==> config.mk <==
export PLATFORM = sky130hd
export DESIGN_NAME = morse_tx
export DESIGN_NICKNAME = d
export VERILOG_FILES = /design/src/rtl/morse_pkg.sv /design/src/rtl/morse_tick_gen.sv /design/src/rtl/morse_tx.sv
export SDC_FILE = /design/constraint.sdc
export NUM_CORES = 1
export LEC_CHECK = 0
export ABC_CLOCK_PERIOD_IN_PS = 2029
export BUFFER_PORTS_ARGS = -buffer_cell sky130_fd_sc_hd__buf_2
export CORE_MARGIN = 5
export CORE_UTILIZATION = 35
export CTS_BUF_LIST = sky130_fd_sc_hd__clkbuf_16
export DETAILED_ROUTE_END_ITERATION = 6
export PLACE_DENSITY = 0.61
export SYNTH_ARGS = -nofsm -noshare
export SYNTH_HDL_FRONTEND = slang
export SYNTH_SLANG_ARGS = --single-unit
==> constraint.sdc <==
create_clock -name Clock -period 2.03 [get_ports Clock]
set_input_delay 0.406 -clock Clock [delete_from_list [all_inputs] [get_ports Clock]]
set_output_delay 0.406 -clock Clock [all_outputs]
set_load 0.01 [all_outputs]
==> src/rtl/morse_pkg.sv <==
// morse_pkg
//   Shared definitions for the Morse transmitter slice: FSM state encoding,
//   default timing constants and a small helper for sizing counters.
//   No ports.

package morse_pkg;

    typedef enum logic [2:0] {
        ST_IDLE = 3'd0,
        ST_MARK = 3'd1,
        ST_GAP  = 3'd2,
        ST_WGAP = 3'd3,
        ST_FIN  = 3'd4
    } morse_state_t;

    localparam int DEF_DASH_UNITS = 3;
    localparam int DEF_WORD_GAP   = 7;

    function automatic int max_int(input int a, input int b);
        return (a > b) ? a : b;
    endfunction

endpackage

==> src/rtl/morse_tick_gen.sv <==
// morse_tick_gen
//   Produces a one-cycle tick every TICK_DIV Clock cycles. Built as a
//   down-counter with a terminal-count compare; clear reloads the counter
//   so that the first tick lands TICK_DIV cycles after clear drops.
// Ports
//   Clock   in   system clock
//   ResetN  in   asynchronous active-low reset
//   clear   in   synchronous reload, suppresses tick while high
//   tick    out  one-cycle pulse at terminal count

module morse_tick_gen #(
    parameter int TICK_DIV = 25000000
) (
    input  logic Clock,
    input  logic ResetN,
    input  logic clear,
    output logic tick
);

    localparam int CNT_W = (TICK_DIV > 2) ? $clog2(TICK_DIV) : 1;

    logic [CNT_W-1:0] cnt;

    always_ff @(posedge Clock or negedge ResetN) begin
        if (!ResetN) begin
            cnt <= '0;
        end else if (clear || (cnt == '0)) begin
            cnt <= CNT_W'(TICK_DIV - 1);
        end else begin
            cnt <= cnt - CNT_W'(1);
        end
    end

    assign tick = !clear && (cnt == '0);

endmodule

==> src/rtl/morse_tx.sv <==
// morse_tx
//   Transmits one Morse symbol (up to MAX_LEN dot/dash elements, bit0 first)
//   on led, optionally repeating it with a word gap between repetitions.
// Ports
//   Clock      in   system clock
//   ResetN     in   asynchronous active-low reset
//   start      in   begin transmission (accepted only in IDLE)
//   code_in    in   element pattern, 0=dot 1=dash
//   len_in     in   element count, clamped to MAX_LEN
//   repeat_en  in   loop the symbol while high
//   abort      in   synchronous cancel back to IDLE
//   led        out  registered mark output
//   busy       out  high outside IDLE
//   done       out  one-cycle pulse on normal completion
//
// state | meaning
// IDLE  | waiting for start, tick generator held in reload
// MARK  | led high for 1 (dot) or DASH_UNITS (dash) units
// GAP   | 1 unit inter-element space
// WGAP  | WORD_GAP units between repetitions
// FIN   | one cycle done pulse

module morse_tx
    import morse_pkg::*;
#(
    parameter int TICK_DIV   = 25000000,
    parameter int MAX_LEN    = 4,
    parameter int DASH_UNITS = DEF_DASH_UNITS,
    parameter int WORD_GAP   = DEF_WORD_GAP
) (
    input  logic                         Clock,
    input  logic                         ResetN,
    input  logic                         start,
    input  logic [MAX_LEN-1:0]           code_in,
    input  logic [$clog2(MAX_LEN+1)-1:0] len_in,
    input  logic                         repeat_en,
    input  logic                         abort,
    output logic                         led,
    output logic                         busy,
    output logic                         done
);

    localparam int LEN_W  = $clog2(MAX_LEN + 1);
    localparam int IDX_W  = (MAX_LEN > 1) ? $clog2(MAX_LEN) : 1;
    localparam int UNIT_W = $clog2(max_int(DASH_UNITS, WORD_GAP) + 1);

    morse_state_t state, next_state;

    logic [MAX_LEN-1:0] code_q;
    logic [LEN_W-1:0]   len_q;
    logic [LEN_W-1:0]   len_eff;
    logic [IDX_W-1:0]   idx;
    logic [UNIT_W-1:0]  unit_cnt;
    logic [UNIT_W-1:0]  mark_term;
    logic               last_elem;
    logic               tick;
    logic               tick_clear;

    logic latch, unit_clr, unit_inc, idx_clr, idx_inc;

    assign tick_clear = (state == ST_IDLE);

    morse_tick_gen #(
        .TICK_DIV (TICK_DIV)
    ) u_tick (
        .Clock  (Clock),
        .ResetN (ResetN),
        .clear  (tick_clear),
        .tick   (tick)
    );

    assign len_eff   = (len_in > LEN_W'(MAX_LEN)) ? LEN_W'(MAX_LEN) : len_in;
    // Terminal unit count of the current mark: a dot ends on its first tick.
    assign mark_term = code_q[idx] ? UNIT_W'(DASH_UNITS - 1) : '0;
    assign last_elem = (LEN_W'(idx) == (len_q - LEN_W'(1)));

    always_ff @(posedge Clock or negedge ResetN) begin
        if (!ResetN) begin
            state <= ST_IDLE;
        end else begin
            state <= next_state;
        end
    end

    always_comb begin
        next_state = state;
        latch      = 1'b0;
        unit_clr   = 1'b0;
        unit_inc   = 1'b0;
        idx_clr    = 1'b0;
        idx_inc    = 1'b0;

        case (state)
            ST_IDLE: begin
                if (start) begin
                    latch      = 1'b1;
                    unit_clr   = 1'b1;
                    idx_clr    = 1'b1;
                    next_state = (len_eff == '0) ? ST_FIN : ST_MARK;
                end
            end
            ST_MARK: begin
                if (tick) begin
                    if (unit_cnt == mark_term) begin
                        unit_clr   = 1'b1;
                        next_state = ST_GAP;
                    end else begin
                        unit_inc = 1'b1;
                    end
                end
            end
            ST_GAP: begin
                if (tick) begin
                    unit_clr = 1'b1;
                    if (!last_elem) begin
                        idx_inc    = 1'b1;
                        next_state = ST_MARK;
                    end else if (repeat_en) begin
                        next_state = ST_WGAP;
                    end else begin
                        next_state = ST_FIN;
                    end
                end
            end
            ST_WGAP: begin
                if (tick) begin
                    if (unit_cnt == UNIT_W'(WORD_GAP - 1)) begin
                        unit_clr   = 1'b1;
                        idx_clr    = 1'b1;
                        next_state = ST_MARK;
                    end else begin
                        unit_inc = 1'b1;
                    end
                end
            end
            ST_FIN: begin
                next_state = ST_IDLE;
            end
            default: begin
                next_state = ST_IDLE;
            end
        endcase

        // Cancel wins over start and every timing event.
        if (abort) begin
            next_state = ST_IDLE;
            latch      = 1'b0;
            unit_clr   = 1'b1;
            unit_inc   = 1'b0;
            idx_clr    = 1'b1;
            idx_inc    = 1'b0;
        end
    end

    always_ff @(posedge Clock or negedge ResetN) begin
        if (!ResetN) begin
            led      <= 1'b0;
            code_q   <= '0;
            len_q    <= '0;
            unit_cnt <= '0;
            idx      <= '0;
        end else begin
            led <= (next_state == ST_MARK);
            if (latch) begin
                code_q <= code_in;
                len_q  <= len_eff;
            end
            if (unit_clr) begin
                unit_cnt <= '0;
            end else if (unit_inc) begin
                unit_cnt <= unit_cnt + UNIT_W'(1);
            end
            if (idx_clr) begin
                idx <= '0;
            end else if (idx_inc) begin
                idx <= idx + IDX_W'(1);
            end
        end
    end

    assign busy = (state != ST_IDLE);
    assign done = (state == ST_FIN);

endmodule

==> results_dict.tcl, run 1 <==
set metrics [dict create \
    pin_count 15 \
    slew_viol_final 0 \
    nFillCells 533 \
    reg2reg_from "u_tick.cnt[11]$_DFF_PN0_" \
    dp_cells 341 \
    diodes 0 \
    fin_crit_sh_pct 105 \
    wire_per_inst_um 13.6 \
    clockBufferDepth 2 \
    clockRootBuffer "clkbuf_16" \
    worstMarginPinSlew_ns 0.763 \
    clk_latency_ns 0.28 \
    vias 1757 \
    initialDrtViolationCount 81 \
    register_area_um2 1030 \
    areaGrowthSynthToFinish_pct 41.8 \
    setup_ws_ns -0.0977 \
    powerDensity_nw_per_um2 710 \
    grt_pass1_wl_um 8020 \
    synth_area_per_cell_um2 10.0 \
    cpLargestDelayFamily "simple AND/OR/NAND/NOR gates" \
    startpoint_type "flip-flop" \
    crit_buf_inv 1 \
    chipHeight_um 88.5 \
    gr-usage-all-layers_pct 13.2 \
    cp.arrival_ns 2.29 \
    antenna_found_initial 0 \
    post_dp_cell_area_um2 2620 \
    syn_area_um2 2160 \
    cts.sinks 41 \
    cp_max_fo 5 \
    start_util_pct 36.2 \
    firstDrtPassIters 4 \
    max_freq_ghz 0.470 \
    critPathRequiredTime_ns 2.19 \
    layout.cells.non_filler 361 \
    drc_errors 0 \
    wl_um 4920 \
    finalSetupViolations 8 \
    rsz0062_at_grt "true" \
    row_count 28 \
    synth-seq-cells 41 \
    maxCapViolations 0 \
    cp_cell_sequence "or4_4 > nand2b_4 > or3_4 > buf_6 > nor2_4 > a21o_1 > a21oi_1" \
    cpMaxStageDelayCell "or4_4" \
    numPortBuffers 14 \
    p_leak_nw 1.30 \
    h-tree-depth 2 \
    dieArea_um2 7830 \
    avgViaCountPerCell 4.87 \
    crit_type "reg -> reg" \
    cts_made_buffers 5 \
    ant_nets 0 \
    power_mw 2.17 \
    core_um2 5960 \
    cts_tree "yes" \
    ys_types 41 \
    place_hpwl_um 3290 \
    hold_ws_ns 0.196 \
    syn_inst 215 \
    grt-ovfl-total 0 \
    max_stage_delay_ns 0.55 \
    multi_input_comb_area_um2 1220 \
    failed_checks "setup timing" \
    clk_pin_slew_ns 0.06 \
    grt_pass1_vias 1740 \
    cp-end-kind "flip-flop" \
    fin_setup_tns_ns -0.578 \
    skew_ns 0.00229 \
    layout_min_cycle_time_ns 2.13 \
    min_path_type "in -> async" \
    grt_start_max_net_pins 36 \
    status "finished with violations" \
    yosysSeqAreaShare_pct 47.6 \
    timing.slew.headroom_pct 49.2 \
    ys_warn_count 0 \
    drive_gt1_share_pct 39.5 \
    gp_congestion 0.790 \
    hold_viol_final 0 \
    fin_nets 302 \
    synth_nets 232 \
    die_w_um 88.5 \
    crit_start "u_tick.cnt[11]$_DFF_PN0_" \
    fin_area_um2 3060 \
    peakVddDrop_mv 0.529 \
]
-- placed cells by master, fill, tap and decap left out, drive strengths merged, types with 3 or more instances in the layout --
master  instances
nand2          31
or3             8
inv             9
clkbuf          5
nor3            9
mux2            5
dfrtp          41
nand4           3
xnor2          15
buf            66
or2             3
nor4            9
nor2           23
nand2b          3
a21o            3
xor2           12
o21ai           4
nand3           5
ha              5
a21oi           5
-- cells by family (layout without fill, tap and decap cells) --
kind of cell	Yosys count	after routing	synth area share (%)
AND/OR/NAND/NOR	103	103	25.9
flip-flops	41	41	47.6
XOR/XNOR	27	27	11.0
AO/OA/AOI/OAI	21	21	6.91
buffers and inverters	12	83	2.09
multiplexers	6	6	3.66
adder cells (fa/ha/maj)	5	5	2.90
-- area by class of cell --
cell class,count,share of cell area (%)
clock buffers,5,4.09
clock inverters,3,2.13
multi-input cells,162,40.0
inverters,9,1.11
flip-flops and latches,41,33.6
well taps,75,3.07
repair buffers,66,16.1
-- power breakdown --
group / internal [mW] / switching (mW)
Clock: 0.702 / 0.314
Sequential: 0.859 / 0.0259
Combinational: 0.127 / 0.142
-- metrics by stage --
| step | worst slack [ns] | utilization [%] |
|---|---|---|
| floorplan | -0.107 | - |
| global placement | -0.126 | 44.0 |
| detailed placement | -0.159 | 44.0 |
| CTS | -0.107 | 48.7 |
| global route | -0.238 | 51.3 |
| finish | -0.0977 | 51.3 |
-- flip-flops by register name, summed over array words and instances, names as in the netlist --
| signal | count |
|---|---|
| idx | 2 |
| code_q | 4 |
| u_tick.cnt | 25 |
| state | 3 |
| unit_cnt | 3 |
| led | 1 |
| len_q | 3 |
-- cells in the mapped netlist, drive strengths merged --
cell    number  share of area (%)
ha           5                2.9
nor2        23                4.0
or2          3               0.87
a31o         1               0.41
xor2        12                4.9
nand2b       3                1.2
nand3b       2               0.70
o311ai       1               0.41
nand4b       1               0.41
nor2b        1               0.29
and2         1               0.29
or4          1               0.52
and2b        1               0.35
a41o         1               0.46
dfrtp       41                 48
o41ai        1               0.75
nor3b        2               0.93
o21ba        1               0.46
mux4         1                1.0
nor3         9                2.6
mux2         5                2.6
nand4        3                1.2
o21ai        4               0.93
nand2       31                5.4
or3          8                2.7
a21oi        5                1.2
a31oi        2               0.58
nand3        5                1.2
a21o         3                1.0
inv          9                1.6
clkbuf       3               0.52
o31ai        2               0.70
xnor2       15                6.1
nor4         9                3.3
-- routing by layer --
layer  part of all wire [%]  routed length [µm]  global-route usage (%)
met5                      0                   0                       0
met4                    1.6                  77                    5.49
met3                    2.9                 145                    2.98
met2                     49                2430                    21.2
met1                     46                2260                    17.2
-- path summary, 6_finish.rpt --
check	slack (ns)	endpoint	cells after the start
hold reg to reg	0.50	code_q[2]$_DFFE_PN0P_	1
setup / recovery	-0.1	unit_cnt[2]$_DFFE_PN0P_	7
setup reg to reg	-0.1	unit_cnt[2]$_DFFE_PN0P_	7
hold / removal	0.20	u_tick.cnt[5]$_DFF_PN0_	1
min in group Clock	0.35	code_q[3]$_DFFE_PN0P_	2
max in group asynchronous	1.28	code_q[3]$_DFFE_PN0P_	2
-- what timing repair did --
item | in CTS | in global routing
gates resized for setup | 13 | 18
hold buffers | 0 | 0
cloned | 0 | 0
endpoints found under the setup margin | 15 | 34
buffers inserted | 3 | 9
pin swaps | 8 | 8
No activity file was read; power rests on OpenSTA's default activity.
==> inputs of run 2 (changes only) <==
--- a/config.mk
+++ b/config.mk
@@ -6,8 +6,8 @@
 export NUM_CORES = 1
 export LEC_CHECK = 0
 export ABC_CLOCK_PERIOD_IN_PS = 2029
-export BUFFER_PORTS_ARGS = -buffer_cell sky130_fd_sc_hd__buf_2
-export CORE_MARGIN = 5
+export BUFFER_PORTS_ARGS = -buffer_cell sky130_fd_sc_hd__clkbuf_2
+export CORE_MARGIN = 3
 export CORE_UTILIZATION = 35
 export CTS_BUF_LIST = sky130_fd_sc_hd__clkbuf_16
 export DETAILED_ROUTE_END_ITERATION = 6
==> results_dict.tcl, run 2 (synthesis results as in run 1) <==
set metrics [dict create \
    vias 1808 \
    avgViaCountPerCell 5.08 \
    gp_congestion 0.841 \
    initialDrtViolationCount 89 \
    layout_common_cells "buf_4, dfrtp_1, nand2_1, nor2_1, xnor2_1" \
    p_clk_share_pct 38.5 \
    powerDensity_nw_per_um2 647 \
    regMostFlops "u_tick.cnt" \
    grt-ovfl-total 0 \
    slew_viol_final 0 \
    maxCapViolations 0 \
    hold_viol_final 0 \
    clk_pin_slew_ns 0.06 \
    netSwitchingFraction_pct 25.1 \
    grt_pass1_vias 1879 \
    reg2reg_slack_ns -0.12 \
    clockRootBuffer "clkbuf_16" \
    antenna_found_initial 0 \
    wl_um 5190 \
    drive_gt1_share_pct 36.6 \
    cts.sinks 41 \
    startpoint_type "flip-flop" \
    cts_tree "yes" \
    firstDrtPassIters 4 \
    reg2regPathDepth 7 \
    ant_nets 0 \
    p_comb_share_pct 15.7 \
    cp-end-kind "flip-flop" \
    clockBufferDepth 2 \
    grt_start_max_net_pins 42 \
    grt_pass1_wl_um 8940 \
    cts_made_buffers 5 \
    numPortBuffers 14 \
    setup_ws_ns -0.123 \
    gr-usage-all-layers_pct 15.5 \
    cp.arrival_ns 2.36 \
    final_common_cell "buf_4" \
    clk_latency_ns 0.28 \
    cp_max_fo 4 \
    worstMarginPinSlew_ns 0.541 \
    intPower_mw 1.45 \
    diodes 0 \
    areaGrowthSynthToFinish_pct 38.5 \
    p_leak_nw 1.28 \
    largest_reg_flops 25 \
    failed_checks "setup timing" \
    chipHeight_um 84.5 \
    timing.slew.headroom_pct 63.9 \
    reg2reg_from "u_tick.cnt[17]$_DFF_PN0_" \
    post-route-util_pct 52.0 \
    core_um2 5740 \
    critPathRequiredTime_ns 2.23 \
    peakVddDrop_mv 0.393 \
    wire_per_inst_um 14.6 \
    rsz0062_at_grt "true" \
    start_util_pct 37.5 \
    fin_nets 301 \
    power_mw 1.93 \
    p_seq_share_pct 45.8 \
    row_count 27 \
    layout_min_cycle_time_ns 2.15 \
    top_regs "u_tick.cnt (25), code_q (4)" \
    max_freq_ghz 0.464 \
    drc_errors 0 \
    status "finished with violations" \
    crit_type "reg -> reg" \
    min_path_type "in -> async" \
    die_w_um 84.5 \
    dieArea_um2 7140 \
    place_hpwl_um 3410 \
    finalSetupViolations 8 \
    pin_count 15 \
    regToRegEndpoint "led$_DFF_PN0_" \
    skew_ns 0.00295 \
    power.net_switching_mw 0.485 \
    fin_crit_sh_pct 106 \
    h-tree-depth 2 \
]
==> run 2: per-stage QoR <==
| step | worst slack, ns | hold slack [ns] | cells | TNS, ns | area (µm²) |
|---|---|---|---|---|---|
| 2_1_floorplan | -0.107 | 0.110 | 215 | -0.407 | 2170 |
| 3_3_place_gp | -0.109 | 0.488 | 338 | -0.545 | 2640 |
| 3_5_place_dp | -0.170 | 0.496 | 338 | -0.834 | 2640 |
| 4_1_cts | -0.112 | 0.216 | 351 | -0.428 | 2910 |
| 5_1_grt | -0.290 | 0.253 | 356 | -4.30 | 2990 |
| 6_report | -0.123 | 0.185 | 356 | -0.557 | 2990 |
==> run 2: how the worst max path moves through the flow <==
stage	start	to	slack (ns)	depth (start not counted)
after floorplan	u_tick.cnt[11]$_DFF_PN0_	led$_DFF_PN0_	-0.11	6
after global placement	u_tick.cnt[11]$_DFF_PN0_	led$_DFF_PN0_	-0.11	6
after detailed placement	u_tick.cnt[11]$_DFF_PN0_	led$_DFF_PN0_	-0.17	6
after CTS	u_tick.cnt[10]$_DFF_PN0_	u_tick.cnt[15]$_DFF_PN0_	-0.11	6
after global routing	u_tick.cnt[21]$_DFF_PN0_	led$_DFF_PN0_	-0.29	8
final	u_tick.cnt[17]$_DFF_PN0_	led$_DFF_PN0_	-0.12	7
==> run 2: cell type report <==
class	count	area (µm²)
Timing Repair Buffer	65	493
Inverter	9	33.8
Clock buffer	5	125
Tap cell	72	90.1
Clock inverter	2	7.51
Multi-Input combinational cell	162	1210
Sequential cell	41	1030
Fill cell	535	2760
==> run 2: timing repair <==
item	in CTS	in global routing
setup endpoints to repair	12	34
resized for setup	18	7
hold buffers	0	0
setup buffers	6	5
pin swaps	17	11
==> run 2: power groups by stage <==
stage | Sequential [mW] | Combinational [mW] | Clock (mW)
after floorplan | 0.892 | 0.153 | 0
after global placement | 0.899 | 0.267 | 0
after detailed placement | 0.900 | 0.274 | 0
after CTS | 0.885 | 0.295 | 0.754
after global routing | 0.892 | 0.334 | 0.794
final | 0.885 | 0.302 | 0.744
==> run 2: worst max-delay path, stage by stage, from the launching register on <==
cell      delay [ns]
dfrtp_1         0.43
nor4_2          0.32
nand4b_1        0.19
buf_4           0.17
or3_4           0.41
o41ai_4         0.24
a31o_4          0.15
nor3b_4         0.17
==> run 2: routing by layer <==
metal	vias to the layer above	GRT usage, %	wire length (µm)
met5	-	0	0
met4	0	6.91	77
met3	7	1.57	172
met2	24	25.6	2560
met1	905	20.6	2380
li1	872	-	-
